[config.mk]
export PLATFORM = sky130hd
export DESIGN_NAME = dcsk_frame_modulator
export DESIGN_NICKNAME = d
export VERILOG_FILES = /design/src/rtl/dcsk_pkg.sv /design/src/rtl/dcsk_frame_modulator_chip_ref_buffer.sv /design/src/rtl/dcsk_frame_modulator.sv
export SDC_FILE = /design/constraint.sdc
export NUM_CORES = 1
export LEC_CHECK = 0
export BUFFER_PORTS_ARGS = -buffer_cell sky130_fd_sc_hd__buf_2
export CORE_MARGIN = 3
export CORE_UTILIZATION = 57
export DETAILED_ROUTE_END_ITERATION = 8
export PLACE_DENSITY = 0.79
export REMOVE_ABC_BUFFERS = 1
export SYNTH_ARGS = -nofsm -noshare
export SYNTH_HDL_FRONTEND = slang
export SYNTH_SLANG_ARGS = --single-unit
export TNS_END_PERCENT = 20
[constraint.sdc]
create_clock -name i_clk -period 3.2 [get_ports i_clk]
set_input_delay 0.16 -clock i_clk [delete_from_list [all_inputs] [get_ports i_clk]]
set_output_delay 0.16 -clock i_clk [all_outputs]
set_load 0.1 [all_outputs]
[src/rtl/dcsk_pkg.sv]
// Shared definitions for the DCSK frame modulator: FSM encoding and the
// legal spreading-factor range.
package dcsk_pkg;

  typedef enum logic [1:0] {
    ST_IDLE = 2'd0,
    ST_REF  = 2'd1,
    ST_DATA = 2'd2
  } dcsk_state_t;

  localparam int MIN_SF_LOG2       = 1;
  localparam int MAX_SF_LOG2_LIMIT = 6;

endpackage

[src/rtl/dcsk_frame_modulator_chip_ref_buffer.sv]
// One-bit-wide reference chip store: the chaotic chips of the REF half are
// written here and replayed, modulated, during the DATA half.
module chip_ref_buffer #(
  parameter int IDX_W = 4
) (
  input  logic             i_clk,
  input  logic             i_rst,
  input  logic             i_wr_en,
  input  logic [IDX_W-1:0] i_wr_idx,
  input  logic             i_wr_bit,
  input  logic [IDX_W-1:0] i_rd_idx,
  output logic             o_rd_bit
);

  localparam int DEPTH = 1 << IDX_W;

  logic [DEPTH-1:0] mem;

  always_ff @(posedge i_clk) begin
    if (i_rst) begin
      mem <= '0;
    end else if (i_wr_en) begin
      mem[i_wr_idx] <= i_wr_bit;
    end
  end

  assign o_rd_bit = mem[i_rd_idx];

endmodule

[src/rtl/dcsk_frame_modulator.sv]
// DCSK frame modulator: each message bit (MSB first) becomes SF chaotic
// reference chips followed by the same SF chips XORed with the bit.
module dcsk_frame_modulator
  import dcsk_pkg::*;
#(
  parameter int MSG_WIDTH   = 32,
  parameter int MAX_SF_LOG2 = 4,
  localparam int SFW        = $clog2(MAX_SF_LOG2 + 1)
) (
  input  logic                 i_clk,
  input  logic                 i_rst,
  input  logic [SFW-1:0]       i_sf_log2,
  input  logic [MSG_WIDTH-1:0] i_msg,
  input  logic                 i_msg_valid,
  output logic                 o_msg_ready,
  input  logic                 i_chaos_bit,
  output logic                 o_chaos_take,
  output logic                 o_chip,
  output logic                 o_chip_valid,
  input  logic                 i_chip_ready,
  output logic                 o_frame_start,
  output logic                 o_cfg_err
);

  localparam int CW = MAX_SF_LOG2;
  localparam int BW = $clog2(MSG_WIDTH);

  dcsk_state_t          state;
  logic [CW-1:0]        chip_idx;
  logic [CW-1:0]        chip_last;
  logic [CW:0]          sf_count;
  logic [BW-1:0]        bit_idx;
  logic [MSG_WIDTH-1:0] msg_reg;
  logic [SFW-1:0]       sf_reg;
  logic                 ref_bit;
  logic                 cur_bit;
  logic                 active;
  logic                 hs;
  logic                 ref_wr;

  assign o_cfg_err = (i_sf_log2 < SFW'(MIN_SF_LOG2)) | (i_sf_log2 > SFW'(MAX_SF_LOG2));

  // Outputs are gated by reset so nothing leaks out during the reset cycle itself.
  assign active    = (state != ST_IDLE) & ~i_rst;
  assign hs        = active & i_chip_ready;
  assign ref_wr    = hs & (state == ST_REF);
  assign sf_count  = (CW+1)'(1) << sf_reg;
  assign chip_last = CW'(sf_count - (CW+1)'(1));
  assign cur_bit   = msg_reg[bit_idx];

  assign o_msg_ready   = (state == ST_IDLE) & ~o_cfg_err & ~i_rst;
  assign o_chip_valid  = active;
  assign o_chaos_take  = ref_wr;
  assign o_chip        = active & ((state == ST_REF) ? i_chaos_bit : (ref_bit ^ cur_bit));
  assign o_frame_start = active & (state == ST_REF) & (chip_idx == '0)
                       & (bit_idx == BW'(MSG_WIDTH - 1));

  chip_ref_buffer #(
    .IDX_W (CW)
  ) u_ref_buf (
    .i_clk    (i_clk),
    .i_rst    (i_rst),
    .i_wr_en  (ref_wr),
    .i_wr_idx (chip_idx),
    .i_wr_bit (i_chaos_bit),
    .i_rd_idx (chip_idx),
    .o_rd_bit (ref_bit)
  );

  always_ff @(posedge i_clk) begin
    if (i_rst) begin
      state    <= ST_IDLE;
      chip_idx <= '0;
      bit_idx  <= '0;
      msg_reg  <= '0;
      sf_reg   <= '0;
    end else begin
      case (state)
        ST_IDLE: begin
          if (i_msg_valid && o_msg_ready) begin
            msg_reg  <= i_msg;
            sf_reg   <= i_sf_log2;
            bit_idx  <= BW'(MSG_WIDTH - 1);
            chip_idx <= '0;
            state    <= ST_REF;
          end
        end
        ST_REF: begin
          if (hs) begin
            if (chip_idx == chip_last) begin
              chip_idx <= '0;
              state    <= ST_DATA;
            end else begin
              chip_idx <= chip_idx + CW'(1);
            end
          end
        end
        ST_DATA: begin
          if (hs) begin
            if (chip_idx == chip_last) begin
              chip_idx <= '0;
              if (bit_idx == '0) begin
                state <= ST_IDLE;
              end else begin
                bit_idx <= bit_idx - BW'(1);
                state   <= ST_REF;
              end
            end else begin
              chip_idx <= chip_idx + CW'(1);
            end
          end
        end
        default: state <= ST_IDLE;
      endcase
    end
  end

endmodule
==> flow_metrics.env <==
export IMPL_status="completed"
export IMPL_syn_to_final_growth_pct=13.8
export IMPL_synth_compound_gate_area_share_pct=13.5
export IMPL_synth_xor_xnor_area_share_pct=1.12
export IMPL_grt_pass1_wl_um=11400
export IMPL_hold_start="i_msg[18]"
export IMPL_overflow=0
export IMPL_maxCapViolations=0
export IMPL_ys_ff_latch=62
export IMPL_clk_pin_slew_worst_paths_ns=0.07
export IMPL_die_area_um2=6400
export IMPL_synth_cell_types=38
export IMPL_hold_buffers=0
export IMPL_muxShareOfSynthArea_pct=13.4
export IMPL_floorplan_initialDensity_pct=59.9
export IMPL_num_vias=2708
export IMPL_yosysWarnings=0
export IMPL_grt_pass1_vias=2489
export IMPL_syn_inst=375
export IMPL_drt_antenna_violating_nets=0
export IMPL_net_switching_power_mw=0.674
export IMPL_fin_ws_ns=0.270
export IMPL_rsz0062_at_grt="false"
export IMPL_dp_slack_ns=0.401
export IMPL_ys_async_sr_fraction_pct=0
export IMPL_cts_tree="built"
export IMPL_cts_resized=0
export IMPL_tightest_slew_ns=0.585
export IMPL_dp_cells=466
export IMPL_io_pins=46
export IMPL_p_leak_nw=1.34
export IMPL_relSlewSlack_pct=61.0
export IMPL_insertion_delay_ns=0.34
export IMPL_cts_sinks=62
export IMPL_drive_gt1_share_pct=20.4
export IMPL_period_minus_slack_ns=2.93
export IMPL_vias_per_cell=5.63
export IMPL_drc=0
export IMPL_switching_share_pct=32.3
export IMPL_core_area_um2=5200
export IMPL_avgSynthCellArea_um2=8.32
export IMPL_power_mw=2.09
export IMPL_worst_endpoint_required_ns=3.04
export IMPL_timing_rr_end="bit_idx[3]"
export IMPL_yosys_area_share_simple_pct=22.9
export IMPL_clockBufferDepth=2
export IMPL_reg2reg_depth=7
export IMPL_cts_buffers=9
export IMPL_finalSetupTns_ns=0
export IMPL_post_cts_buffers=0
export IMPL_synth_edf_count=0
export IMPL_largest_reg_flops=32
export IMPL_worstSetupEndpointType="output pin"
export IMPL_portBuffers=45
export IMPL_vdd_drop_max_v=0.000580
export IMPL_clock_root_buffer="clkbuf_8"
export IMPL_r2r_start="sf_reg[0]"
export IMPL_cp_max_fo=12
export IMPL_die_y_um=80.0
export IMPL_finalNonFillerCells=481
export IMPL_hold_end="msg_reg[18]"
export IMPL_post_dp_hpwl_um=4660
export IMPL_antenna_found_initial=0
export IMPL_hold_depth=3
export IMPL_setup_viol=0
export IMPL_arrival_ns=2.77
export IMPL_clkPwrFrac_pct=33.0
export IMPL_reg2reg_slack_ns=0.57
export IMPL_globalplace_congestion=0.763
export IMPL_seq_area_frac_synth_pct=39.8
export IMPL_wl_um=6750
export IMPL_hold_class="primary input to register"
export IMPL_antenna_cells=0
export IMPL_grt_usage_pct=22.7
export IMPL_drv_slew=0
export IMPL_finalCoreUtilization_pct=68.2
export IMPL_fin_crit_sh_pct=91.6
export IMPL_fmax_mhz=341
export IMPL_pwr_share_seq_pct=42.4
export IMPL_crit_type="register to output pin"
export IMPL_wire_per_inst_um=14.0
export IMPL_power_frac_comb_pct=24.6
export IMPL_die_w_um=80.0
export IMPL_fin_nets=458
export IMPL_cell_internal_pwr_mw=1.41
export IMPL_finalClockSkew_ns=0.0103
export IMPL_synthAdderAreaFrac_pct=4.41
export IMPL_netlist_area_um2=3120
export IMPL_rows=26
export IMPL_drt_iter0_markers=171
export IMPL_first_pass_iters=4
export IMPL_power_density_nw_per_um2=588
export IMPL_grt_max_degree=57
export IMPL_synth_top_family_by_area="simple AND/OR/NAND/NOR gates"
export IMPL_synth_main_ff_cell="dfxtp_1"
export IMPL_final_hold_viol_count=0
export IMPL_crit_path_start_kind="register"
export IMPL_htree_levels=3
final cells by class:
type,instances,area [um^2]
repair buffers,49,255
clock inverters,3,43.8
fillers,438,1660
well taps,70,87.6
multi-input cells,275,1730
clock buffers,12,155
inverters,10,37.5
flip-flops and latches,62,1240
worst max path at each step:
| stage | start | to | slack [ns] |
|---|---|---|---|
| 3_3_place_gp | bit_idx[1] | o_chip | 0.44 |
| 3_5_place_dp | bit_idx[1] | o_chip | 0.40 |
| 4_1_cts | bit_idx[1] | o_chip | 0.02 |
| 5_1_grt | bit_idx[1] | o_chip | 0.14 |
| 6_report | bit_idx[1] | o_chip | 0.27 |
| 2_1_floorplan | state[0] | o_frame_start | -0.46 |
cells in the final DEF (no fill, tap or decap), types with 2 or more instances in the layout:
| master | netlist | layout |
|---|---|---|
| nand2_1 | 107 | 107 |
| dfxtp_1 | 62 | 61 |
| a21oi_1 | 52 | 52 |
| buf_2 | 3 | 45 |
| nor2_1 | 17 | 17 |
| mux4_2 | 14 | 14 |
| nand3_1 | 13 | 13 |
| ha_1 | 11 | 11 |
| clkbuf_8 | 0 | 11 |
| inv_1 | 10 | 10 |
| mux2i_1 | 7 | 7 |
| or3_1 | 5 | 5 |
| o21ai_0 | 5 | 5 |
| nor3_1 | 5 | 5 |
| and2_1 | 5 | 5 |
| a211oi_1 | 4 | 4 |
| buf_4 | 1 | 4 |
| nand4_1 | 3 | 3 |
| nor2b_1 | 3 | 3 |
| xnor2_1 | 3 | 3 |
| mux2_2 | 3 | 3 |
| a22o_1 | 2 | 2 |
| o21bai_1 | 2 | 2 |
metal layers:
metal / wire, um / global-route usage [%] / vias to the layer above / share of wire, %
li1: - / - / 1349 / -
met1: 3020 / 31.3 / 1269 / 45
met2: 3180 / 33.9 / 77 / 47
met3: 425 / 6.43 / 13 / 6.3
met4: 121 / 8.11 / 0 / 1.8
met5: 0 / 0 / - / 0
through the flow:
| step | hold WS (ns) | cell area (um^2) |
|---|---|---|
| 4_1_cts | 0.0479 | 3550 |
| 6_report | 0.0544 | 3550 |
| 2_1_floorplan | 0.229 | 3010 |
| 3_5_place_dp | 0.406 | 3350 |
| 5_1_grt | 0.0465 | 3550 |
| 3_3_place_gp | 0.400 | 3350 |
power by group through the flow:
| stage | clock network (mW) | registers (mW) | logic [mW] |
|---|---|---|---|
| 2_1_floorplan | 0 | 0.884 | 0.385 |
| 3_3_place_gp | 0 | 0.900 | 0.490 |
| 3_5_place_dp | 0 | 0.902 | 0.506 |
| 4_1_cts | 0.699 | 0.886 | 0.514 |
| 5_1_grt | 0.734 | 0.894 | 0.562 |
| 6_report | 0.688 | 0.886 | 0.514 |
synthesized netlist by cell type (2+ instances only):
cell	n	area share (%)
xnor2_1	3	0.84
and2_1	5	1.0
a211oi_1	4	0.96
mux4_2	14	10
dfxtp_1	62	40
o21bai_1	2	0.48
buf_2	3	0.48
inv_1	10	1.2
nor2b_1	3	0.60
nor3_1	5	0.80
ha_1	11	4.4
nand4_1	3	0.60
nand2_1	107	13
a21oi_1	52	8.3
buf_1	4	0.48
mux2i_1	7	2.2
clkbuf_1	20	2.4
nand3_1	13	2.1
nor2_1	17	2.0
a22o_1	2	0.56
mux2_2	3	1.1
o21ai_0	5	0.80
or3_1	5	1.0
cells by family (layout without fill, tap and decap cells):
| family | Yosys count | in the layout |
|---|---|---|
| DFF | 62 | 62 |
| xor gates and xnor gates | 4 | 4 |
| buffers and inverters | 38 | 74 |
| muxes | 24 | 24 |
| AOI/OAI and AO/OA | 71 | 71 |
| adders and majority gates | 11 | 11 |
| and+or+nand+nor | 165 | 165 |
critical path: stages (launching register included):
cell and delay (ns):
dfxtp_2 0.53, mux4_2 0.55, mux4_2 0.48, mux2i_1 0.20
o2111a_1 0.24, buf_2 0.43
No activity file was read; power rests on OpenSTA's default activity.
